### config.mk
export PLATFORM = sky130hd
export DESIGN_NAME = dg_dac_sample_sequencer_flat
export DESIGN_NICKNAME = d
export VERILOG_FILES = /design/src/rtl/dg_dac_pkg.sv /design/src/rtl/dg_dac_sample_sequencer_if.sv /design/src/rtl/dg_dac_fifo.sv /design/src/rtl/dg_dac_sample_sequencer.sv /design/src/flat_wrapper.sv
export SDC_FILE = /design/constraint.sdc
export NUM_CORES = 1
export LEC_CHECK = 0
export BUFFER_PORTS_ARGS = -buffer_cell sky130_fd_sc_hd__buf_2
export CAP_MARGIN = 25
export CORE_MARGIN = 1.5
export CORE_UTILIZATION = 25
export CTS_CLUSTER_DIAMETER = 30
export CTS_CLUSTER_SIZE = 25
export DETAILED_ROUTE_END_ITERATION = 16
export SLEW_MARGIN = 40
export SYNTH_ARGS = -nofsm -noshare
export SYNTH_HDL_FRONTEND = slang
export SYNTH_SLANG_ARGS = --single-unit
### constraint.sdc
create_clock -name clk -period 3.6 [get_ports clk]
set_input_delay 0.18 -clock clk [delete_from_list [all_inputs] [get_ports clk]]
set_output_delay 0.18 -clock clk [all_outputs]
set_load 0.005 [all_outputs]
### src/rtl/dg_dac_pkg.sv
// Shared constants for the DAC sample sequencer slice.
// Level width helper sized so a FIFO can report 0..DEPTH inclusive.
package dg_dac_pkg;

   localparam int DAC_DW = 8;
   localparam int DAC_FIFO_DEPTH = 4;
   localparam logic [7:0] DAC_RESET_CODE = 8'h80;

   function automatic int dac_lvl_w(input int depth);
      return $clog2(depth) + 1;
   endfunction

   localparam int DAC_LVL_W = dac_lvl_w(DAC_FIFO_DEPTH);

   typedef struct packed {
      logic push;
      logic pop;
   } fifo_op_t;

endpackage

### src/rtl/dg_dac_sample_sequencer_if.sv
// Valid/ready sample write port into the DAC sequencer.
// Master drives words, slave reports FIFO space.
interface dg_dac_sample_sequencer_if
   import dg_dac_pkg::*;
#(
   parameter int DW = DAC_DW
) ();

   logic          wr_valid;
   logic [DW-1:0] wr_data;
   logic          wr_ready;

   modport master (
      output wr_valid,
      output wr_data,
      input  wr_ready
   );

   modport slave (
      input  wr_valid,
      input  wr_data,
      output wr_ready
   );

endinterface

### src/rtl/dg_dac_fifo.sv
// Small synchronous FIFO; a push while full is dropped even if a
// pop happens in the same cycle.
module dg_dac_fifo
   import dg_dac_pkg::*;
#(
   parameter  int DW    = DAC_DW,
   parameter  int DEPTH = DAC_FIFO_DEPTH,
   localparam int AW    = $clog2(DEPTH),
   localparam int LW    = dac_lvl_w(DEPTH)
) (
   input  logic          clk,
   input  logic          rst,
   input  logic          push_i,
   input  logic [DW-1:0] wr_data_i,
   input  logic          pop_i,
   output logic [DW-1:0] rd_data_o,
   output logic [LW-1:0] level_o,
   output logic          full_o,
   output logic          empty_o
);

   logic [DW-1:0] mem_q [DEPTH];
   logic [AW-1:0] wptr_q, wptr_d;
   logic [AW-1:0] rptr_q, rptr_d;
   logic [LW-1:0] level_q, level_d;
   fifo_op_t      op;

   assign full_o    = (level_q == LW'(DEPTH));
   assign empty_o   = (level_q == '0);
   assign op.push   = push_i & ~full_o;
   assign op.pop    = pop_i & ~empty_o;
   assign rd_data_o = mem_q[rptr_q];
   assign level_o   = level_q;

   always_comb begin
      wptr_d  = wptr_q;
      rptr_d  = rptr_q;
      level_d = level_q;
      if (op.push) wptr_d = wptr_q + AW'(1);
      if (op.pop)  rptr_d = rptr_q + AW'(1);
      unique case (op)
         2'b10:   level_d = level_q + LW'(1);
         2'b01:   level_d = level_q - LW'(1);
         default: level_d = level_q;
      endcase
   end

   always_ff @(posedge clk or posedge rst) begin
      if (rst) begin
         wptr_q  <= '0;
         rptr_q  <= '0;
         level_q <= '0;
      end else begin
         wptr_q  <= wptr_d;
         rptr_q  <= rptr_d;
         level_q <= level_d;
      end
   end

   // Storage needs no reset; the level gates what is visible.
   always_ff @(posedge clk) begin
      if (op.push) mem_q[wptr_q] <= wr_data_i;
   end

endmodule

### src/rtl/dg_dac_sample_sequencer.sv
// Buffers sample words and releases one per divider tick to the
// DAC code bus, flagging ticks that find the buffer empty.
module dg_dac_sample_sequencer
   import dg_dac_pkg::*;
#(
   parameter  int            DW         = DAC_DW,
   parameter  int            DEPTH      = DAC_FIFO_DEPTH,
   parameter  int            DIVW       = 8,
   parameter  logic [DW-1:0] RESET_CODE = DW'(DAC_RESET_CODE),
   localparam int            LW         = dac_lvl_w(DEPTH)
) (
   input  logic                 clk,
   input  logic                 rst,
   input  logic                 en,
   input  logic [DIVW-1:0]      div,
   dg_dac_sample_sequencer_if.slave wr,
   input  logic                 clr_underrun,
   output logic [DW-1:0]        dac_code,
   output logic                 dac_update,
   output logic [LW-1:0]        fifo_level,
   output logic                 underrun
);

   logic [DIVW-1:0] cnt_q, cnt_d;
   logic [DW-1:0]   code_q, code_d;
   logic            upd_q, upd_d;
   logic            unr_q, unr_d;
   logic            tick;
   logic            pop;
   logic            full;
   logic            empty;
   logic [DW-1:0]   head;

   // >= rather than == so a lowered div ticks at once instead of wrapping.
   assign tick = en & (cnt_q >= div);
   assign pop  = tick & ~empty;

   dg_dac_fifo #(
      .DW    (DW),
      .DEPTH (DEPTH)
   ) u_fifo (
      .clk       (clk),
      .rst       (rst),
      .push_i    (wr.wr_valid),
      .wr_data_i (wr.wr_data),
      .pop_i     (pop),
      .rd_data_o (head),
      .level_o   (fifo_level),
      .full_o    (full),
      .empty_o   (empty)
   );

   assign wr.wr_ready = ~full;

   always_comb begin
      cnt_d  = cnt_q + DIVW'(1);
      if (!en || tick) cnt_d = '0;
      code_d = pop ? head : code_q;
      upd_d  = pop;
      // A fresh underrun beats a simultaneous clear.
      unr_d  = (tick & empty) | (unr_q & ~clr_underrun);
   end

   always_ff @(posedge clk or posedge rst) begin
      if (rst) begin
         cnt_q  <= '0;
         code_q <= RESET_CODE;
         upd_q  <= 1'b0;
         unr_q  <= 1'b0;
      end else begin
         cnt_q  <= cnt_d;
         code_q <= code_d;
         upd_q  <= upd_d;
         unr_q  <= unr_d;
      end
   end

   assign dac_code   = code_q;
   assign dac_update = upd_q;
   assign underrun   = unr_q;

endmodule
### src/flat_wrapper.sv
// flat-port wrapper written by rule: the top's interface ports become plain ports
module dg_dac_sample_sequencer_flat import dg_dac_pkg::*;
#(
   parameter  int            DW         = DAC_DW,
   parameter  int            DEPTH      = DAC_FIFO_DEPTH,
   parameter  int            DIVW       = 8,
   parameter  logic [DW-1:0] RESET_CODE = DW'(DAC_RESET_CODE),
   localparam int            LW         = dac_lvl_w(DEPTH)
)
  (clk, rst, en, div, clr_underrun, dac_code, dac_update, fifo_level, underrun, wr_wr_valid, wr_wr_data, wr_wr_ready);
  dg_dac_sample_sequencer_if #(.DW(DW)) wr_i ();
  input  logic clk;
  input  logic rst;
  input  logic en;
  input  logic [DIVW-1:0] div;
  input  logic clr_underrun;
  output logic [DW-1:0] dac_code;
  output logic dac_update;
  output logic [LW-1:0] fifo_level;
  output logic underrun;
  input wire logic [$bits(wr_i.wr_valid)-1:0] wr_wr_valid;
  input wire logic [$bits(wr_i.wr_data)-1:0] wr_wr_data;
  output wire logic [$bits(wr_i.wr_ready)-1:0] wr_wr_ready;
  assign wr_i.wr_valid = wr_wr_valid;
  assign wr_i.wr_data = wr_wr_data;
  assign wr_wr_ready = wr_i.wr_ready;
  dg_dac_sample_sequencer #(.DW(DW), .DEPTH(DEPTH), .DIVW(DIVW), .RESET_CODE(RESET_CODE)) u_core (.clk(clk), .rst(rst), .en(en), .div(div), .wr(wr_i), .clr_underrun(clr_underrun), .dac_code(dac_code), .dac_update(dac_update), .fifo_level(fifo_level), .underrun(underrun));
endmodule
# Yosys cells after proc, flatten, opt, wreduce, memory -nomap -nowiden
# Memories as Yosys holds them, arrays and structs flattened. A register that Yosys moved wholly into a read port is not among the register bits.
# Index checks and enable logic that the tools add are counted.
# totals
reg_bits	17
ramBits	32
in_bits	21
n_memories	1
# classes
n_addsub	5
order_cmp	1
n_eq_ne	3
muxes	4
bitwise	10
reduce_logical	4
# memory_table
name	depth	word_bits	read_ports	rd_ports_with_merged_regs	wr	line	rtl
u_core.u_fifo.mem_q	4	8	1	1	1	dg_dac_fifo.sv:22	logic [DW-1:0] mem_q [DEPTH];
# ops
op	n
adder 8 x 1 -> 8 bit (second input constant)	1
>= comparator 8 bit	1
2-to-1 mux 8 bit	1
bitwise AND 1 bit	6
one-hot mux 3 bit (2 select lines)	1
adder 2 x 1 -> 2 bit (second input constant)	2
adder 3 x 1 -> 3 bit (second input constant)	1
equality test 3 bit (second input constant)	1
logical NOT 3 bit	1
inverter 1 bit	3
subtractor 3 x 1 -> 3 bit (second input constant)	1
equality test 2 x 1 -> 1 bit (second input constant)	1
equality test 2 bit (second input constant)	1
2-to-1 mux 1 bit	2
nonzero test 2 bit	1
logical NOT 1 bit	1
logical OR 1 bit	1
OR 1 bit	1

# Logic depth before layout (Yosys ltp)
# depth
depth_word	6
ltp_mapped	13
ltp_nobuf	12

# Modules after synthesis
# Synthesis repeated with hierarchy kept, for this count alone.
# unflattened
hier_cells	162
area_unflattened_um2	2570.0
# modules_own_cells
module	instances	cells_each	area_per_inst_um2
dg_dac_fifo	1	80	1596.5
dg_dac_sample_sequencer	1	82	973.4

# Worst setup path before layout
# No wires, ideal clock.
# synth_path
path_kind	register to register
start	reg u_core.cnt_q[0]
end	reg u_core.u_fifo.level_q[2] (netlist: u_core.u_fifo.level_o[2])
t_arrival_ns	2.471
required_time_ns	3.521
path_slack_ns	1.049
stages_incl_launch_ff	14
cell_sequence	dfrtp_1 -> inv_1 -> ha_1 -> nand2b_4 -> a2111oi_4 -> o31ai_2 -> and3_1 -> buf_6 -> ha_1 -> inv_1 -> fa_1 -> xor2_1 -> nor2_1 -> xor2_1
# synth_via
elab_chain_cells	6
# synth_rtl
item	line	rtl
from (decl)	dg_dac_sample_sequencer.sv:24	logic [DIVW-1:0] cnt_q, cnt_d;
from (signal assigned)	dg_dac_sample_sequencer.sv:71	cnt_q <= cnt_d;
>= comparator 8 bit (*)	dg_dac_sample_sequencer.sv:35	assign tick = en & (cnt_q >= div);
bitwise AND 1 bit (*)	dg_dac_sample_sequencer.sv:35	
bitwise AND 1 bit (*)	dg_dac_sample_sequencer.sv:36	assign pop = tick & ~empty;
named net u_core.pop	dg_dac_sample_sequencer.sv:29	logic pop;
bitwise AND 1 bit (*)	dg_dac_fifo.sv:31	assign op.pop = pop_i & ~empty_o;
equality test 2 x 1 -> 1 bit / equality test 2 bit (equally long branches)	dg_dac_fifo.sv:41	unique case (op)
one-hot mux 3 bit (2 select lines) / nonzero test 2 bit (equally long branches)	--	
to (signal assigned)	dg_dac_fifo.sv:56	level_q <= level_d;
to (decl)	dg_dac_fifo.sv:25	logic [LW-1:0] level_q, level_d;
# The timed path passes the listed nets; every way through them passes the cells marked *.
# A chain may end at the register's enable or synchronous reset.

# Worst setup path in the final report
# layout_path
start	reg u_core.cnt_q[0]
end	reg u_core.u_fifo.level_q[2] (netlist: u_core.u_fifo.level_o[2])
# layout_via
elab_chain_cells	6
# layout_rtl
item	line
>= comparator 8 bit (*)	dg_dac_sample_sequencer.sv:35
bitwise AND 1 bit (*)	dg_dac_sample_sequencer.sv:35
bitwise AND 1 bit (*)	dg_dac_sample_sequencer.sv:36
bitwise AND 1 bit (*)	dg_dac_fifo.sv:31
equality test 2 x 1 -> 1 bit / equality test 2 bit (equally long branches)	dg_dac_fifo.sv:41
one-hot mux 3 bit (2 select lines) / nonzero test 2 bit (equally long branches)	--
# Every way passes the cells marked *; elsewhere a longest branch is shown, timed or not.

==> results.md <==
- Fraction of the mapped netlist area in simple logic gates: 6.77%
- Cell chosen for the clock root: sky130_fd_sc_hd__clkbuf_8
- Core Rows: 36
- Total CTS buffers: 9
- Post-Synth Adder-Cell Area: 7.71%
- Starting density of the core: 25.8%
- WP data arrival: 2.88 ns
- X dimension of the die: 104 µm
- Min-delay src: clr_underrun
- Number of nets produced by synthesis: 198
- Min-Delay Path Class: input port to flip-flop
- Maximum level of the CTS H-tree: 3
- Die area: 0.0107 mm²
- R2R depth: 12
- Area fraction of the dominant cell type after synthesis: 38.0%
- Kind of capture point of the worst setup path: flip-flop
- Placed wire-length estimate: 3100 µm
- Fmax: 0.382 GHz
- Final cycle utilization of the critical path: 72.8%
- Routed WL: 4430 µm
- Combined area of all synthesized cells: 0.00253 mm²
- Largest net degree at the start of global routing: 26
- Count of unresolved DRC violations after routing: 0
- Compound-Gate Fraction of Synth Area: 3.61%
- Capture endpoint of the worst hold path: u_core.underrun
- Nets: 242
- First-pass GRT wire length: 7210 µm
- Worst-path maximum fanout: 6
- WL per Instance: 12.9 µm
- Detailed-route via count: 1377
- CORE AREA: 0.00982 mm²
- Number of detailed-route iterations in the first pass: 4
- Via-to-Cell Ratio: 4.00
- Post-synth top cells: sky130_fd_sc_hd__edfxtp_1, sky130_fd_sc_hd__dfrtp_1, sky130_fd_sc_hd__inv_1
- Tightest slew margin relative to the limit: 60.6%
- Crit path required time: 3.86 ns
- Cell type with the highest aggregate area in the netlist: sky130_fd_sc_hd__edfxtp_1
- Layout cell share with drive strength beyond 1: 34.1%
- Max Buffers Root-to-Sink: 2
- Critical path start-end classification: flip-flop to flip-flop
- Overall fraction of global-route tracks in use: 8.91%
- Dominant cell by count in the synthesized netlist: sky130_fd_sc_hd__edfxtp_1
- Top-level port count: 35
- Synthesis-stage register bit count: 57
- Main area contributors after synthesis: sky130_fd_sc_hd__edfxtp_1, sky130_fd_sc_hd__dfrtp_1, sky130_fd_sc_hd__mux4_2, sky130_fd_sc_hd__ha_1, sky130_fd_sc_hd__mux2_4
- Sequential cell area: 0.00159 mm²
- Final core occ: 30.8%
- First-iteration detailed-routing DRC count: 44
- Async set-or-reset flop fraction in the synthesized netlist: 43.9%
- Design Area, Final: 0.00303 mm²
- Result of the run: complete, no violations
- Placed instance area: 0.00286 mm²
- Critical Path Start Type: flip-flop
- Worst Tran Pin Value: 0.590 ns
- Xor and xnor area share after synthesis: 4.15%
- Number of global-route vias before repair: 1438
- Most frequently used flop master after synthesis: sky130_fd_sc_hd__edfxtp_1
- Area growth from synthesis to layout: 19.6%
- Sum of negative setup slack: 0 ns
- Post-synth cell types: 28
- Yosys warns: 0
- Fill cell instance count of the final layout: 1034
- RR Startpoint: u_core.cnt_q[0]
- Setup-violating endpoint count in the final report: 0
- Diode count: 0
- Setup Skew: 0.0104 ns
- Final Hold Viols: 0
- Buffers on Ports: 34
- Sequential element share of the synthesized area: 62.7%
- Avg Inst Size Synth: 15.6 µm²
- Number of cells on the worst hold path: 2
- Number of enable flip-flop cells after synthesis: 32
- Final Wtd Congestion: 0.739
- Multiplexer area fraction after synthesis: 11.9%
- Combinational family with the most area after synthesis: multiplexers
- Insertion delay to the later sink of the worst-skew pair: 0.33 ns
- Power per cell area: 582 mW/mm²
- IR Drop Worst-Case VDD: 184 µV
- Minimum clock period after layout: 2.62 ns
- Leakage component of the power: 1.31 nW
- Cell count after synthesis: 162
- Number of antenna violations at the first check in global routing: 0
- Total design power: 1.76 mW
- Clock tree from TritonCTS: done
- Y dimension of the die: 104 µm
- Capture point of the worst reg-to-reg path: u_core.u_fifo.level_o[2]
- Final ANT Viol Nets: 0
- Reg2Reg Setup Slack: 0.98 ns
- Number of max-slew violations in the final report: 0
- GR Overflow Total: 0
- Post-CTS clock slew at the launch and capture registers of the worst setup and hold paths: 0.07 ns
- Number of clock sinks seen by CTS: 57
- Unrepaired setup endpoints after global routing: false
- Count of maximum capacitance violations: 0
- Combined area of the multi-input logic cells: 863 µm²
- Number of gates resized after cts: 0
## critical path, cell delays in order (launching register included)
cell and delay [ns]:
sky130_fd_sc_hd__dfrtp_1 0.42, sky130_fd_sc_hd__inv_1 0.07, sky130_fd_sc_hd__ha_1 0.27, sky130_fd_sc_hd__nand2b_4 0.12, sky130_fd_sc_hd__a2111oi_4 0.07, sky130_fd_sc_hd__o31ai_2 0.35, sky130_fd_sc_hd__and3_1 0.23, sky130_fd_sc_hd__ha_1 0.19
sky130_fd_sc_hd__inv_1 0.06, sky130_fd_sc_hd__fa_1 0.37, sky130_fd_sc_hd__xor2_1 0.15, sky130_fd_sc_hd__nor2_1 0.12, sky130_fd_sc_hd__xor2_1 0.15
## worst max-delay path by stage
stage / cells past startpoint / to / startpoint
2_1_floorplan: 13 / u_core.u_fifo.level_o[2] / u_core.cnt_q[0]
3_3_place_gp: 12 / u_core.u_fifo.level_o[2] / u_core.cnt_q[0]
3_5_place_dp: 12 / u_core.u_fifo.level_o[2] / u_core.cnt_q[0]
4_1_cts: 12 / u_core.u_fifo.level_o[2] / u_core.cnt_q[0]
5_1_grt: 12 / u_core.u_fifo.level_o[2] / u_core.cnt_q[0]
6_report: 12 / u_core.u_fifo.level_o[2] / u_core.cnt_q[0]
## layer usage
layer	wire [µm]	share of wire, %	vias to the layer above	GRT usage [%]
li1	-	-	675	-
met2	2150	48	33	14.4
met4	58	1.3	0	3.87
met3	213	4.8	6	2.96
met5	0	0	-	0
met1	2010	45	663	10.9
## kinds of logic after synthesis
family | after synthesis
compound gates | 10
xor+xnor | 12
fa+ha+maj | 15
buf+inv | 19
flops | 57
mux | 16
simple gates | 33
## sequential cells by signal, indices dropped and copies added, names as in the netlist
name,flops
u_core.underrun,1
u_core.u_fifo.wptr_q,2
u_core.u_fifo.rptr_q,2
u_core.cnt_q,8
u_core.dac_code,8
u_core.u_fifo.mem_q,32
u_core.u_fifo.level_o,3
u_core.dac_update,1
## stage by stage
stage / cells / hold WS (ns) / setup WS (ns)
finish: 344 / 0.0367 / 0.979
global route: 344 / 0.0345 / 0.735
CTS: 344 / 0.0229 / 0.950
detailed placement: 327 / 0.273 / 0.968
global placement: 327 / 0.372 / 1.07
floorplan: 162 / 0.207 / 1.05
## repair_timing
| action | 4_1_cts | 5_1_grt |
|---|---|---|
| buffers inserted | 0 | 0 |
| hold endpoints to repair | 24 | 0 |
| hold buffers | 1 | 0 |
## power by group
part	total [mW]	switching, mW	internal, mW
logic	0.358	0.169	0.189
clock network	0.490	0.249	0.241
registers	0.912	0.0828	0.829
## placed cells by master (no fill, tap or decap), types with 2 or more instances in the layout
cell,count
sky130_fd_sc_hd__xnor2_1,4
sky130_fd_sc_hd__clkinv_2,5
sky130_fd_sc_hd__nand4_1,2
sky130_fd_sc_hd__xor2_1,8
sky130_fd_sc_hd__mux2_4,8
sky130_fd_sc_hd__ha_1,14
sky130_fd_sc_hd__a21oi_1,2
sky130_fd_sc_hd__nand3_1,6
sky130_fd_sc_hd__buf_2,34
sky130_fd_sc_hd__nor2_1,9
sky130_fd_sc_hd__dfrtp_1,24
sky130_fd_sc_hd__clkbuf_8,9
sky130_fd_sc_hd__and3_1,8
sky130_fd_sc_hd__inv_1,15
sky130_fd_sc_hd__o21ai_0,2
sky130_fd_sc_hd__o21a_1,2
sky130_fd_sc_hd__nand2_1,5
sky130_fd_sc_hd__edfxtp_1,32
sky130_fd_sc_hd__mux4_2,8
## area by class of cell
cell class	instances	area share, %
Clock buffer	9	4.09
Clock inverter	7	1.24
Inverter	16	1.98
Multi-Input combinational cell	86	28.5
Sequential cell	57	52.5
Tap cell	133	5.50
Timing Repair Buffer	36	6.20
Note: power is estimated with default switching activity, not from simulation.
